$ cat src/rtl/mem_access_unit_pkg.sv
// Shared encodings for the RV32I memory-access stage: funct3 width codes and LSU FSM states.
package mem_access_unit_pkg;

    localparam logic [2:0] F3_B  = 3'b000;
    localparam logic [2:0] F3_H  = 3'b001;
    localparam logic [2:0] F3_W  = 3'b010;
    localparam logic [2:0] F3_BU = 3'b100;
    localparam logic [2:0] F3_HU = 3'b101;

    typedef enum logic [1:0] {
        IDLE = 2'd0,
        REQ  = 2'd1,
        WAIT = 2'd2,
        DONE = 2'd3
    } lsu_state_t;

    function automatic logic f3_is_legal(input logic we, input logic [2:0] f3);
        logic legal;
        legal = 1'b0;
        case (f3)
            F3_B, F3_H, F3_W: legal = 1'b1;
            F3_BU, F3_HU:     legal = ~we;
            default:          legal = 1'b0;
        endcase
        return legal;
    endfunction

endpackage

$ cat src/rtl/mem_access_unit_align.sv
// Combinational lane logic: store byte enables / lane replication, access error
// detection, and load byte/halfword extraction with sign or zero extension.
module mem_access_unit_align
    import mem_access_unit_pkg::*;
(
    input  logic [2:0]  req_funct3,
    input  logic [1:0]  req_off,
    input  logic        req_we,
    input  logic [31:0] req_wdata,
    output logic [3:0]  req_be,
    output logic [31:0] req_wdata_rep,
    output logic        req_err,
    input  logic [2:0]  ld_funct3,
    input  logic [1:0]  ld_off,
    input  logic [31:0] ld_rdata,
    output logic [31:0] ld_data
);

    logic        misaligned;
    logic [31:0] ld_shifted;

    always_comb begin
        req_be        = 4'h0;
        req_wdata_rep = req_wdata;
        case (req_funct3[1:0])
            2'b00: begin
                req_be        = 4'b0001 << req_off;
                req_wdata_rep = {4{req_wdata[7:0]}};
            end
            2'b01: begin
                req_be        = 4'b0011 << {req_off[1], 1'b0};
                req_wdata_rep = {2{req_wdata[15:0]}};
            end
            default: begin
                req_be        = 4'hF;
                req_wdata_rep = req_wdata;
            end
        endcase
    end

    always_comb begin
        misaligned = 1'b0;
        case (req_funct3[1:0])
            2'b01:   misaligned = req_off[0];
            2'b10:   misaligned = (req_off != 2'b00);
            default: misaligned = 1'b0;
        endcase
        req_err = misaligned | ~f3_is_legal(req_we, req_funct3);
    end

    // Halfword accesses are already known aligned, so one shift serves both widths.
    assign ld_shifted = ld_rdata >> {ld_off, 3'b000};

    always_comb begin
        ld_data = ld_rdata;
        case (ld_funct3)
            F3_B:    ld_data = {{24{ld_shifted[7]}}, ld_shifted[7:0]};
            F3_BU:   ld_data = {24'h0, ld_shifted[7:0]};
            F3_H:    ld_data = {{16{ld_shifted[15]}}, ld_shifted[15:0]};
            F3_HU:   ld_data = {16'h0, ld_shifted[15:0]};
            default: ld_data = ld_rdata;
        endcase
    end

endmodule

$ cat src/rtl/mem_access_unit.sv
// RV32I memory-access stage load/store unit: req/gnt/rvalid data-memory sequencing,
// pipeline stall generation, timeout abort and formatted load data for MA/WB.
//
// state | meaning
// IDLE  | no access in flight; accept a legal request from the MA stage
// REQ   | dmem_req held with stable address/data until dmem_gnt
// WAIT  | load granted, waiting for dmem_rvalid
// DONE  | access finished (or aborted); stall released for one cycle
module mem_access_unit
    import mem_access_unit_pkg::*;
#(
    parameter int unsigned TIMEOUT_CYC = 255
)
(
    input  logic        clk,
    input  logic        reset_n,
    input  logic        mem_valid,
    input  logic        mem_we,
    input  logic [2:0]  funct3,
    input  logic [31:0] addr,
    input  logic [31:0] wdata,
    output logic        lsu_stall,
    output logic [31:0] DataR_out,
    output logic        misalign_err,
    output logic        bus_err,
    output logic        dmem_req,
    output logic        dmem_we,
    output logic [3:0]  dmem_be,
    output logic [31:0] dmem_addr,
    output logic [31:0] dmem_wdata,
    input  logic        dmem_gnt,
    input  logic        dmem_rvalid,
    input  logic [31:0] dmem_rdata
);

    localparam int unsigned CNT_W = $clog2(TIMEOUT_CYC + 1);
    localparam logic [CNT_W-1:0] CNT_LAST = CNT_W'(TIMEOUT_CYC - 1);

    lsu_state_t        state;
    logic [CNT_W-1:0]  to_cnt;
    logic              to_last;
    logic [2:0]        lat_funct3;
    logic [1:0]        lat_off;

    logic              req_err;
    logic [3:0]        req_be;
    logic [31:0]       req_wdata_rep;
    logic [31:0]       ld_data;

    mem_access_unit_align u_align (
        .req_funct3    (funct3),
        .req_off       (addr[1:0]),
        .req_we        (mem_we),
        .req_wdata     (wdata),
        .req_be        (req_be),
        .req_wdata_rep (req_wdata_rep),
        .req_err       (req_err),
        .ld_funct3     (lat_funct3),
        .ld_off        (lat_off),
        .ld_rdata      (dmem_rdata),
        .ld_data       (ld_data)
    );

    assign to_last      = (to_cnt == CNT_LAST);
    assign misalign_err = mem_valid & req_err;
    assign lsu_stall    = mem_valid & ~req_err & (state != DONE);

    always_ff @(posedge clk) begin
        if (!reset_n) begin
            state      <= IDLE;
            to_cnt     <= '0;
            lat_funct3 <= 3'b000;
            lat_off    <= 2'b00;
            dmem_req   <= 1'b0;
            dmem_we    <= 1'b0;
            dmem_be    <= 4'h0;
            dmem_addr  <= 32'h0;
            dmem_wdata <= 32'h0;
            DataR_out  <= 32'h0;
            bus_err    <= 1'b0;
        end else begin
            bus_err <= 1'b0;
            case (state)
                IDLE: begin
                    if (mem_valid) begin
                        if (req_err) begin
                            DataR_out <= 32'h0;
                        end else begin
                            lat_funct3 <= funct3;
                            lat_off    <= addr[1:0];
                            dmem_req   <= 1'b1;
                            dmem_we    <= mem_we;
                            dmem_be    <= req_be;
                            dmem_addr  <= {addr[31:2], 2'b00};
                            dmem_wdata <= req_wdata_rep;
                            to_cnt     <= '0;
                            state      <= REQ;
                        end
                    end
                end
                REQ: begin
                    // A grant on the terminal cycle still wins over the abort.
                    if (dmem_gnt) begin
                        dmem_req <= 1'b0;
                        to_cnt   <= '0;
                        state    <= dmem_we ? DONE : WAIT;
                    end else if (to_last) begin
                        dmem_req <= 1'b0;
                        bus_err  <= 1'b1;
                        if (!dmem_we) begin
                            DataR_out <= 32'h0;
                        end
                        state <= DONE;
                    end else begin
                        to_cnt <= to_cnt + 1'b1;
                    end
                end
                WAIT: begin
                    if (dmem_rvalid) begin
                        DataR_out <= ld_data;
                        state     <= DONE;
                    end else if (to_last) begin
                        bus_err   <= 1'b1;
                        DataR_out <= 32'h0;
                        state     <= DONE;
                    end else begin
                        to_cnt <= to_cnt + 1'b1;
                    end
                end
                DONE: begin
                    state <= IDLE;
                end
                default: begin
                    state <= IDLE;
                end
            endcase
        end
    end

endmodule

$ cat config.mk
export PLATFORM = sky130hd
export DESIGN_NAME = mem_access_unit
export DESIGN_NICKNAME = d
export VERILOG_FILES = /design/src/rtl/mem_access_unit_pkg.sv /design/src/rtl/mem_access_unit_align.sv /design/src/rtl/mem_access_unit.sv
export SDC_FILE = /design/constraint.sdc
export NUM_CORES = 1
export LEC_CHECK = 0
export CORE_ASPECT_RATIO = 0.8
export CORE_MARGIN = 4
export CORE_UTILIZATION = 40
export CTS_BUF_LIST = sky130_fd_sc_hd__clkbuf_16
export CTS_CLUSTER_DIAMETER = 40
export DETAILED_ROUTE_END_ITERATION = 6
export DONT_BUFFER_PORTS = 1
export SYNTH_ARGS = -nofsm -noshare
export SYNTH_HDL_FRONTEND = slang
export SYNTH_HIERARCHICAL = 1
export SYNTH_SLANG_ARGS = --single-unit
export TNS_END_PERCENT = 1
$ cat constraint.sdc
create_clock -name clk -period 2.7 [get_ports clk]
set_clock_uncertainty 0.15 [all_clocks]
set_input_delay 0.135 -clock clk [delete_from_list [all_inputs] [get_ports clk]]
set_output_delay 0.135 -clock clk [all_outputs]
set_load 0.01 [all_outputs]
== Word level (Yosys, flattened, before mapping) ==
Cells that the tools add are included.

* Register bits: 116
* Word-level logic and storage cells: 94
* Output and inout bits: 105

* Reduce and logical (&&, ||, !) cells: 14
* Shift-type cells: 3
* Eq/ne operators: 23
* $add $sub $neg: 1
* Bitwise operators: 7
* Muxes and demuxes: 35

{| class="wikitable"
|+ Operators with widths
! kind !! number
|-
| two-way mux 32 bit || 7
|-
| case mux 32 bit (4 select lines) || 1
|-
| case mux 32 bit (3 select lines) || 1
|-
| case mux 32 bit (2 select lines) || 1
|-
| two-way mux 8 bit || 5
|-
| right shift 32 x 5 -> 16 bit || 1
|-
| case mux 8 bit (3 select lines) || 1
|-
| != test 2 bit, second input constant || 8
|-
| == test 3 bit, second input constant || 4
|-
| two-way mux 2 bit || 5
|-
| adder 8 x 1 -> 8 bit, second input constant || 1
|-
| == test 8 bit, second input constant || 1
|-
| two-way mux 1 bit || 8
|-
| case mux 1 bit (2 select lines) || 4
|-
| case mux 2 bit (4 select lines) || 1
|-
| case mux 4 bit (2 select lines) || 1
|-
| AND reduction 4 bit || 2
|-
| AND reduction 7 bit || 1
|-
| == test 2 bit, second input constant || 3
|-
| == test 3 x 1 -> 1 bit, second input constant || 2
|-
| zero test 3 bit || 2
|-
| != test 3 bit, second input constant || 2
|-
| == test 2 x 1 -> 1 bit, second input constant || 2
|-
| zero test 2 bit || 2
|-
| other kinds (12) || 17
|}

== Longest topological paths before layout ==
Gate-level depths: netlist (run 1).

* Word-level depth: 8
* Depth in mapped cells: 12
* Mapped depth without buffers: 9

== Cells and area by module ==
Netlist (run 1), hierarchy kept.

{| class="wikitable"
|+ By module, submodules not included
! module !! cells an instance !! seq. area each (um^2) !! times used !! area an instance (um^2)
|-
| mem_access_unit || 554 || 2322.2 || 1 || 4583.1
|-
| mem_access_unit_align || 185 || 0.0 || 1 || 1242.4
|}

== Worst setup path after synthesis (run 1) ==
No wires, ideal clock.

* Path kind: in2reg
* Start point: input funct3[1]
* End point: register to_cnt[2]
* Path buffers: 3
* Data arrival time: 2192 ps
* Setup slack: 240 ps
* Setup time: 119 ps
* Required time: 2431 ps
* Cell stages on the path: 12
* Cell sequence: inv_1 ha_1 clkbuf_1 nor2_1 buf_2 o22ai_1 o21ai_0 nand2b_1 a21boi_0 clkbuf_1 o21a_1 o221a_2

* Cells in the longest elaborated chain, start to end: 7
* Elaborated cells on any way between the ends: 15
* Those cells by class: 7 x eq/ne; 2 x mux; 2 x bitwise; 4 x reduce/logical

{| class="wikitable"
|+ Ends and longest elaborated chain
! element !! line !! RTL
|-
| start, declared || mem_access_unit.sv:19 || <nowiki>input logic [2:0] funct3,</nowiki>
|-
| == test 3 x 1 -> 1 bit, or another cell as far along || mem_access_unit_pkg.sv:20 || <nowiki>case (f3)</nowiki>
|-
| OR reduction 3 bit / OR reduction 2 bit (equally long branches) || mem_access_unit_pkg.sv:20 ||
|-
| case mux 1 bit (2 select lines) || mem_access_unit_pkg.sv:20 ||
|-
| NOT 1 bit || mem_access_unit_align.sv:48 || <nowiki>req_err = misaligned | ~f3_is_legal(req_we, req_funct3);</nowiki>
|-
| OR 1 bit * || mem_access_unit_align.sv:48 ||
|-
| via req_err || mem_access_unit.sv:45 || <nowiki>logic req_err;</nowiki>
|-
| != test 2 bit (no line) * || -- ||
|-
| AND reduction 4 bit (no line) * || -- ||
|-
| end signal, assigned || mem_access_unit.sv:115 || <nowiki>to_cnt <= to_cnt + 1'b1;</nowiki>
|-
| end signal, assigned || mem_access_unit.sv:127 || <nowiki>to_cnt <= to_cnt + 1'b1;</nowiki>
|-
| end, declared || mem_access_unit.sv:40 || <nowiki>logic [CNT_W-1:0] to_cnt;</nowiki>
|}

The timed path passes the listed nets; every way through them passes the cells marked *.
A chain may end at the register's enable or synchronous reset.

== Worst setup path after layout (run 1) ==
* Start point: register to_cnt[0]
* End point: register dmem_req

* Cells in the longest elaborated chain, start to end: 3

{| class="wikitable"
|+ Ends and longest elaborated chain
! element !! line !! RTL
|-
| == test 8 bit || mem_access_unit.sv:64 || <nowiki>assign to_last = (to_cnt == CNT_LAST);</nowiki>
|-
| != test 3 bit (no line) || -- ||
|-
| AND reduction 4 bit (no line) || -- ||
|-
| end signal, assigned || mem_access_unit.sv:74 || <nowiki>dmem_req <= 1'b0;</nowiki>
|-
| end signal, assigned || mem_access_unit.sv:91 || <nowiki>dmem_req <= 1'b1;</nowiki>
|-
| end signal, assigned || mem_access_unit.sv:104 || <nowiki>dmem_req <= 1'b0;</nowiki>
|-
| end, declared || mem_access_unit.sv:26 || <nowiki>output logic dmem_req,</nowiki>
|}

No other way between the ends.

==> flow_summary.json, run 1 <==
{
  "grt_pass1_wl_um": 28930,
  "finalHoldViolations": 0,
  "ir_worst_vdd_mv": 0.4208,
  "period_needed_ps": 2429,
  "syn_inst": 739,
  "fmax_ghz": 0.4116,
  "cts_setup_buffers": 0,
  "die_area_um2": 16570,
  "cts_buffers": 17,
  "critPathArrivalTime_ps": 2570,
  "drive_above_1_share_pct": 8.363,
  "fin_util_pct": 53.29,
  "htreeDepth": 4,
  "avgSynthCellArea_um2": 7.883,
  "min_path_type": "in2reg",
  "syn_area_um2": 5826,
  "antenna_found_initial": 0,
  "place_congestion": 0.9071,
  "clock-sinks": 116,
  "first_global_vias": 5533,
  "vias_per_cell": 5.649,
  "worst_pin_slew_ps": 681.4,
  "start_util_pct": 40.75,
  "cts_hold_buf": 115,
  "setup-tns-final_ps": 0,
  "crit_chain": "inv_1 > ha_1 > nand3_1 > or2_0 > and3_1 > o21a_1 > dlygate4sd3_1",
  "power_density_nw_per_um2": 686.2,
  "syn_to_final_growth_pct": 30.78,
  "clock_latency_ps": 410,
  "synthDistinctLibCells": 57,
  "yosysWarnings": 6,
  "clk_pin_slew_ps": 60,
  "yosys_register_bits": 116,
  "design.core.area_um2": 14300,
  "rows": 39,
  "drcViolationCount": 0,
  "hpwlAfterDp_um": 12240,
  "dr.first_iter.drc_count": 527,
  "fin_nets": 940,
  "final_cell_mix": "nand2_1, dfxtp_1, dlygate4sd3_1, a21oi_1, mux2i_1",
  "clock-root-buffer": "clkbuf_16",
  "detail_route.wl_per_cell_um": 18.28,
  "ios": 210,
  "worstSetupStartpointType": "flip-flop",
  "grt-ovfl-total": 0,
  "cts_tree": "yes",
  "yosysSeqAreaShare_pct": 39.86,
  "wirelength_um": 18660,
  "place_area_um2": 5864,
  "die_h_um": 115.9,
  "worstSetupPathType": "reg2reg",
  "slowest_stage": "dlygate4sd3_1",
  "die_x_um": 142.9,
  "ys.flop_type": "dfxtp_1",
  "cts_resized": 0,
  "final_cells": 1021,
  "synth_edf_count": 0,
  "portBuffers": 0,
  "final_area_um2": 7619,
  "crit_path_end_kind": "flip-flop",
  "min_period_over_period_pct": 89.98,
  "synthArstFlopShare_pct": 0,
  "p_leak_nw": 2.964,
  "rsz0062_at_grt": "false",
  "maxCapViolations": 0,
  "slew_viol_final": 0,
  "num_vias": 5768,
  "cp_max_fo": 6,
  "cts_buffer_depth": 2,
  "dp.cells": 874,
  "r2r_slack_ps": 270,
  "ant_nets": 0,
  "slew_headroom_pct": 54.57,
  "num_antenna_cells": 0,
  "critPathMaxStageDelay_ps": 540,
  "dr.pass1.iters": 6,
  "finalSetupViolCount": 0,
  "grt_max_degree": 73,
  "cp.required_ps": 2850,
  "layout_commonest_cell": "nand2_1",
  "status": "complete, no violations",
  "grt_usage_pct": 21.97
}
-- report_power, final --
| group | internal (mW) | leakage (nW) | total, mW | switching (mW) |
|---|---|---|---|---|
| combinational | 0.448 | 1.74 | 1.02 | 0.574 |
| clock | 1.38 | 0.287 | 2.28 | 0.892 |
| sequential | 1.81 | 0.941 | 1.93 | 0.124 |
-- worst max-delay path, delay by kind of cell, from the launching register on --
kind / cells / cell delay, ps
buffers and inverters: 2 / 630
DFF: 1 / 330
AOI/OAI and AO/OA: 1 / 150
and+or+nand+nor: 3 / 880
adders and majority gates: 1 / 180
-- area by class of cell --
class	count	area, um2
Clock buffer	17	425.4
Clock inverter	15	167.7
Fill cell	1264	6679
Inverter	15	56.30
Multi-Input combinational cell	545	3126
Sequential cell	116	2322
Tap cell	184	230.2
Timing Repair Buffer	129	1291
-- cell families after synthesis --
family          after synthesis  synth area share [%]
buf+inv                      79                 6.615
mux                          50                 9.128
other cells                   1               0.06437
fa+ha+maj                    11                 2.363
simple gates                298                 20.96
compound gates              184                 21.01
flops                       116                 39.86
-- cells in the mapped netlist, drive strengths merged, types with 2 or more instances --
cell type / n / area, um2
clkbuf: 43 / 162.7
a21oi: 82 / 414.2
ha: 11 / 137.6
and3: 3 / 18.77
a21boi: 2 / 15.01
nand4: 3 / 25.02
a221oi: 2 / 35.04
nor2b: 6 / 37.54
and4: 3 / 26.28
inv: 14 / 52.55
and2: 2 / 12.52
dfxtp: 116 / 2322
a41oi: 3 / 26.28
mux2i: 37 / 370.4
a2111oi: 2 / 17.52
o22ai: 5 / 31.28
a22oi: 11 / 82.58
o31ai: 7 / 52.55
o2bb2ai: 5 / 43.79
o211a: 5 / 50.05
nor3: 2 / 10.01
a31oi: 4 / 25.02
nor2: 5 / 18.77
buf: 21 / 166.4
mux2: 12 / 138.9
nand3: 4 / 20.02
a211oi: 4 / 30.03
nand2b: 4 / 25.02
nand3b: 5 / 37.54
o211ai: 2 / 42.54
o21a: 4 / 30.03
o21ai: 26 / 130.1
a22o: 13 / 113.9
nand2: 258 / 968.4
-- metrics by stage --
| stage | hold WS, ps | setup slack, ps | power [mW] |
|---|---|---|---|
| floorplan | 121.0 | 239.7 | 2.649 |
| global placement | 112.6 | 356.0 | 2.777 |
| detailed placement | 116.1 | 199.0 | 2.797 |
| CTS | 2.582 | 291.4 | 5.257 |
| global route | 50.73 | 146.9 | 5.473 |
| finish | 14.42 | 270.5 | 5.228 |
-- flip-flops by register name, indices dropped and copies added, names as in the netlist --
name and count:
dmem_wdata 32, lat_funct3 3, lat_off 2, dmem_addr 30, dmem_req 1, state 2, bus_err 1, dmem_we 1
DataR_out 32, to_cnt 8, dmem_be 4
-- path summary, 6_finish.rpt --
check                          endpoint  cells past startpoint                  startpoint
max               dmem_req$_SDFFE_PN0P_                      7      to_cnt[0]$_SDFFE_PN0P_
min          DataR_out[13]$_SDFFE_PN0P_                      4              dmem_rdata[21]
max reg2reg       dmem_req$_SDFFE_PN0P_                      7      to_cnt[0]$_SDFFE_PN0P_
min reg2reg  lat_funct3[2]$_SDFFE_PN0P_                      2  lat_funct3[2]$_SDFFE_PN0P_
-- routing by layer --
metal	wire length, um	up-vias	track usage, %	part of all wire (%)
met3	2132	83	8.581	11
met1	7077	2663	26.32	38
met5	0	-	0	0
met2	8657	327	34.36	46
met4	792	0	11.34	4.2
li1	-	2695	-	-
No activity file was read; power rests on OpenSTA's default activity.
==> inputs of run 2 (changes only) <==
- SETUP_SLACK_MARGIN: unset -> 0.3
- SLEW_MARGIN: unset -> 20
==> run 2 against run 1 <==
Core utilization stayed put. Sequential share of layout area stayed put. Routed wire length is 6.4% higher. Non-clock buffer count is 2 lower. Clock power is 4% higher. Global-route usage is 1.6 points higher. Power is 2.0% higher. Design area stayed put. Clock-buffer cell count stayed put. Fmax is 7.3% higher. Combinational power hardly changed.
==> flow_summary.json, run 2 (synthesis results as in run 1) <==
{
  "place_area_um2": 5867,
  "cpMostUsedCell": "nand2_1",
  "vias_per_cell": 5.791,
  "dr.first_iter.drc_count": 513,
  "total_power_mw": 5.334,
  "htreeDepth": 4,
  "num_antenna_cells": 0,
  "finalHoldViolations": 0,
  "min_from": "dmem_rdata[21]",
  "grt_usage_pct": 23.55,
  "dr.pass1.iters": 6,
  "crit_buf_inv": 2,
  "clk_pin_slew_ps": 60,
  "reg.largest.list": "DataR_out (32), dmem_wdata (32), dmem_addr (30)",
  "worstSetupStartpointType": "flip-flop",
  "antenna_found_initial": 0,
  "worst_hold_slack_ps": 17.96,
  "clock-sinks": 116,
  "grt-ovfl-total": 0,
  "clock-root-buffer": "clkbuf_16",
  "drcViolationCount": 0,
  "ios": 210,
  "worstSetupPathType": "reg2reg",
  "ant_nets": 0,
  "min_period_over_period_pct": 83.85,
  "cts_buffers": 17,
  "status": "complete, no violations",
  "crit_path_end_kind": "flip-flop",
  "die_area_um2": 16570,
  "hold_end": "DataR_out[13]$_SDFFE_PN0P_",
  "clock_latency_ps": 420,
  "power_density_nw_per_um2": 700.2,
  "final_cell_mix": "nand2_1, dfxtp_1, dlygate4sd3_1, a21oi_1, mux2i_1",
  "rsz0062_at_grt": "true",
  "grt_pass1_wl_um": 30800,
  "layout_commonest_cell": "nand2_1",
  "wirelength_um": 19860,
  "die_x_um": 142.9,
  "p_leak_nw": 2.966,
  "detail_route.wl_per_cell_um": 19.49,
  "first_global_vias": 5878,
  "fmax_ghz": 0.4417,
  "slew_viol_final": 0,
  "cts_buffer_depth": 2,
  "cp.required_ps": 2900,
  "syn_to_final_growth_pct": 30.78,
  "setup-tns-final_ps": 0,
  "worst_pin_slew_ps": 770.6,
  "cp_max_fo": 12,
  "place_congestion": 0.9048,
  "period_needed_ps": 2264,
  "start_util_pct": 40.75,
  "rr_worst_depth": 7,
  "slew_headroom_pct": 48.55,
  "rows": 39,
  "num_vias": 5901,
  "ir_worst_vdd_mv": 0.4193,
  "min_path_cells": 4,
  "grt_max_degree": 73,
  "r2r_slack_ps": 440,
  "finalSetupViolCount": 0,
  "r2r_start": "lat_off[1]$_SDFFE_PN0P_",
  "crit_chain": "buf_4 > o21bai_1 > nand2_1 > o21ai_0 > dlygate4sd3_1 > nand2_1 > mux2i_1",
  "slowest_stage": "dlygate4sd3_1",
  "portBuffers": 0,
  "design.core.area_um2": 14300,
  "drive_above_1_share_pct": 8.503,
  "crit_family": "buffers and inverters",
  "hpwlAfterDp_um": 12520,
  "cts_tree": "yes",
  "maxCapViolations": 0,
  "fin_nets": 938,
  "min_path_type": "in2reg",
  "critPathMaxStageDelay_ps": 560,
  "reg2reg_to": "DataR_out[5]$_SDFFE_PN0P_",
  "final_area_um2": 7619,
  "die_h_um": 115.9,
  "critPathArrivalTime_ps": 2470
}
## run 2: worst reg2reg max path, stage by stage, from the launching register on
cell           delay [ps]
dfxtp_1               410
buf_4                 240
o21bai_1              480
nand2_1                90
o21ai_0                80
dlygate4sd3_1         560
nand2_1                60
mux2i_1               130
## run 2: timing repair
action / CTS / global route
hold buffers: 113 / 0
setup endpoints to repair: 0 / 3
setup buffers: 0 / 0
gates resized for setup: 0 / 1
hold endpoints to repair: 111 / 0
## run 2: worst max path at each step
stage,slack [ps],end,cells after the start,startpoint
floorplan,310,to_cnt[7]$_SDFFE_PN0P_,12,funct3[1]
global placement,390,DataR_out[6]$_SDFFE_PN0P_,10,funct3[1]
detailed placement,150,to_cnt[6]$_SDFFE_PN0P_,8,funct3[1]
CTS,460,to_cnt[6]$_SDFFE_PN0P_,6,state[0]$_SDFFE_PN0P_
global route,280,DataR_out[5]$_SDFFE_PN0P_,7,lat_off[1]$_SDFFE_PN0P_
finish,440,DataR_out[5]$_SDFFE_PN0P_,7,lat_off[1]$_SDFFE_PN0P_
## run 2: power breakdown
part | internal, mW | leakage (nW) | switching (mW)
registers | 1.81 | 0.941 | 0.125
clock network | 1.41 | 0.299 | 0.958
logic | 0.445 | 1.73 | 0.592
## run 2: area by class of cell
class | instances | area [um2]
fill | 1278 | 6679
multi-input combinational | 545 | 3128
sequential | 116 | 2322
timing repair buffer | 127 | 1271
clock buffer | 17 | 425.4
tap | 184 | 230.2
clock inverter | 15 | 185.2
inverter | 15 | 56.30
## run 2: metal layers
layer	track usage, %	part of all wire (%)
met5	0	0
met4	10.26	3.5
met3	9.406	11
met2	37.20	46
met1	28.55	39
## run 2: metrics by stage
stage | setup WS, ps | util [%] | std cells
after detailed placement | 150.2 | 41.03 | 874
after floorplan | 306.7 | - | 740
after CTS | 457.7 | 53.29 | 1019
final | 436.1 | 53.29 | 1019
after global placement | 387.8 | 41.03 | 874
after global routing | 277.3 | 53.29 | 1019
==> inputs of run 3 (changes only) <==
- clock period: 2.7 -> 2.4 ns (I/O delays scaled with it)
==> run 3 against run 2 <==
Via count is 0.10% lower. Clock-buffer cell count did not move. Critical path depth is 2 lower. Sequential cell count did not move. Sequential power rose by 12%. First-iteration DRC count is 15% higher. Final cell count rose by 0.59%. Core utilization is 0.72 points higher. Fmax up 8.1%. Worst setup slack worse by 130 ps. Highest routed layer unchanged. Combinational power grew 15%. Power increased by 14%.
==> flow_summary.json, run 3 (synthesis results as in run 1) <==
{
  "cts_buffer_depth": 2,
  "min_period_over_period_pct": 87.27,
  "worstSetupPathType": "reg2reg",
  "cts_buffers": 17,
  "wirelength_um": 19650,
  "ios": 210,
  "ir_worst_vdd_mv": 0.5358,
  "fill_cells": 1294,
  "clock_power_share_pct": 44.6,
  "r2r_slack_ps": 310,
  "antenna_found_initial": 1,
  "worst_pin_slew_ps": 619.0,
  "power_frac_seq_pct": 35.7,
  "clock_latency_ps": 420,
  "cp_max_fo": 16,
  "finalHoldViolations": 0,
  "dr.first_iter.drc_count": 592,
  "finalSetupViolCount": 0,
  "hpwlAfterDp_um": 12640,
  "min_path_type": "in2reg",
  "cts_tree": "yes",
  "place_congestion": 0.8921,
  "drcViolationCount": 0,
  "slew_headroom_pct": 58.65,
  "period_needed_ps": 2095,
  "vias_per_cell": 5.751,
  "worstSetupStartpointType": "flip-flop",
  "die_x_um": 142.9,
  "comb_power_share_pct": 19.7,
  "regArea_um2": 2322,
  "die_h_um": 115.9,
  "cp.required_ps": 2550,
  "syn_to_final_growth_pct": 32.54,
  "rows": 39,
  "grt_usage_pct": 23.12,
  "reg.largest.list": "DataR_out (32), dmem_wdata (32), dmem_addr (30)",
  "start_util_pct": 40.75,
  "htreeDepth": 4,
  "maxCapViolations": 0,
  "portBuffers": 0,
  "layout_commonest_cell": "nand2_1",
  "ant_nets": 0,
  "multi_input_area_um2": 3133,
  "setup-tns-final_ps": 0,
  "final_cell_mix": "nand2_1, dfxtp_1, dlygate4sd3_1, a21oi_1, mux2i_1",
  "grt_max_degree": 58,
  "detail_route.wl_per_cell_um": 19.17,
  "clk_pin_slew_ps": 60,
  "rsz0062_at_grt": "true",
  "p_sw_mw": 1.777,
  "dr.pass1.iters": 5,
  "slew_viol_final": 0,
  "p_sw_share_pct": 29.21,
  "grt-ovfl-total": 0,
  "clock-sinks": 116,
  "power_density_nw_per_um2": 787.9,
  "status": "complete, no violations",
  "first_global_vias": 5778,
  "critPathArrivalTime_ps": 2240,
  "fin_nets": 943,
  "fin_util_pct": 54.00,
  "num_vias": 5895,
  "drive_above_1_share_pct": 8.810,
  "grt_pass1_wl_um": 30200,
  "design.core.area_um2": 14300,
  "crit_path_end_kind": "flip-flop",
  "internal-power_mw": 4.306,
  "die_area_um2": 16570,
  "clock-root-buffer": "clkbuf_16",
  "fmax_ghz": 0.4774,
  "p_leak_nw": 3.009
}
-- run 3: cell count changes in the layout (fill, tap and decap cells not counted), sizes merged --
cell / change
bufinv: +2
inv: -9
clkinv: +7
diode: +1
buf: +5
-- run 3: metrics by stage --
stage                     std cells  cell area [um2]  setup WS (ps)  hold slack, ps  total power, mW
after global placement          878             5927          370.4           97.82            3.165
after detailed placement        878             5927          293.4           97.04            3.188
after CTS                      1023             7699          310.6           3.755            6.094
after floorplan                 740             5856          312.3           106.0            2.992
final                          1025             7721          305.5           12.99            6.084
after global routing           1025             7721          190.9           16.34            6.328
-- run 3: area by class of cell --
type                            instances  share of cell area [%]
Multi-Input combinational cell        545                   40.58
Clock inverter                         15                   2.658
Clock buffer                           17                   5.510
Tap cell                              184                   2.982
Antenna cell                            1                 0.03241
Sequential cell                       116                   30.08
Inverter                               15                  0.7292
Timing Repair Buffer                  132                   17.44
-- run 3: final timing paths --
check | from | to | cells after the start
worst max-delay path | lat_off[0]$_SDFFE_PN0P_ | DataR_out[27]$_SDFFE_PN0P_ | 5
worst min register to register | lat_funct3[2]$_SDFFE_PN0P_ | lat_funct3[2]$_SDFFE_PN0P_ | 2
worst min-delay path | dmem_rdata[22] | DataR_out[14]$_SDFFE_PN0P_ | 4
worst max register to register | lat_off[0]$_SDFFE_PN0P_ | DataR_out[27]$_SDFFE_PN0P_ | 5
-- run 3: power groups by stage --
stage / sequential (mW) / clock, mW / combinational (mW)
2_1_floorplan: 2.17 / 0 / 0.821
3_3_place_gp: 2.21 / 0 / 0.951
3_5_place_dp: 2.21 / 0 / 0.974
4_1_cts: 2.17 / 2.75 / 1.17
5_1_grt: 2.19 / 2.84 / 1.30
6_report: 2.17 / 2.71 / 1.20
-- run 3: routing by layer --
layer	GRT usage, %	vias up	wire (um)
met2	34.45	382	8688
met3	10.44	78	2241
met1	28.49	2736	7951
li1	-	2699	-
met4	11.21	0	769
met5	0	-	0
-- run 3: worst max-delay path: stages (launching register included) --
cell and delay [ps]:
dfxtp_1 490, mux4_2 620, o211ai_4 400, o21ai_0 160
nand2_1 90, mux2i_1 60
-- run 3: timing repair --
item / 4_1_cts / 5_1_grt
hold endpoints to repair: 114 / 0
setup buffers: 0 / 1
gates resized for setup: 0 / 1
endpoints found under the setup margin: 0 / 39
hold buffers: 113 / 0
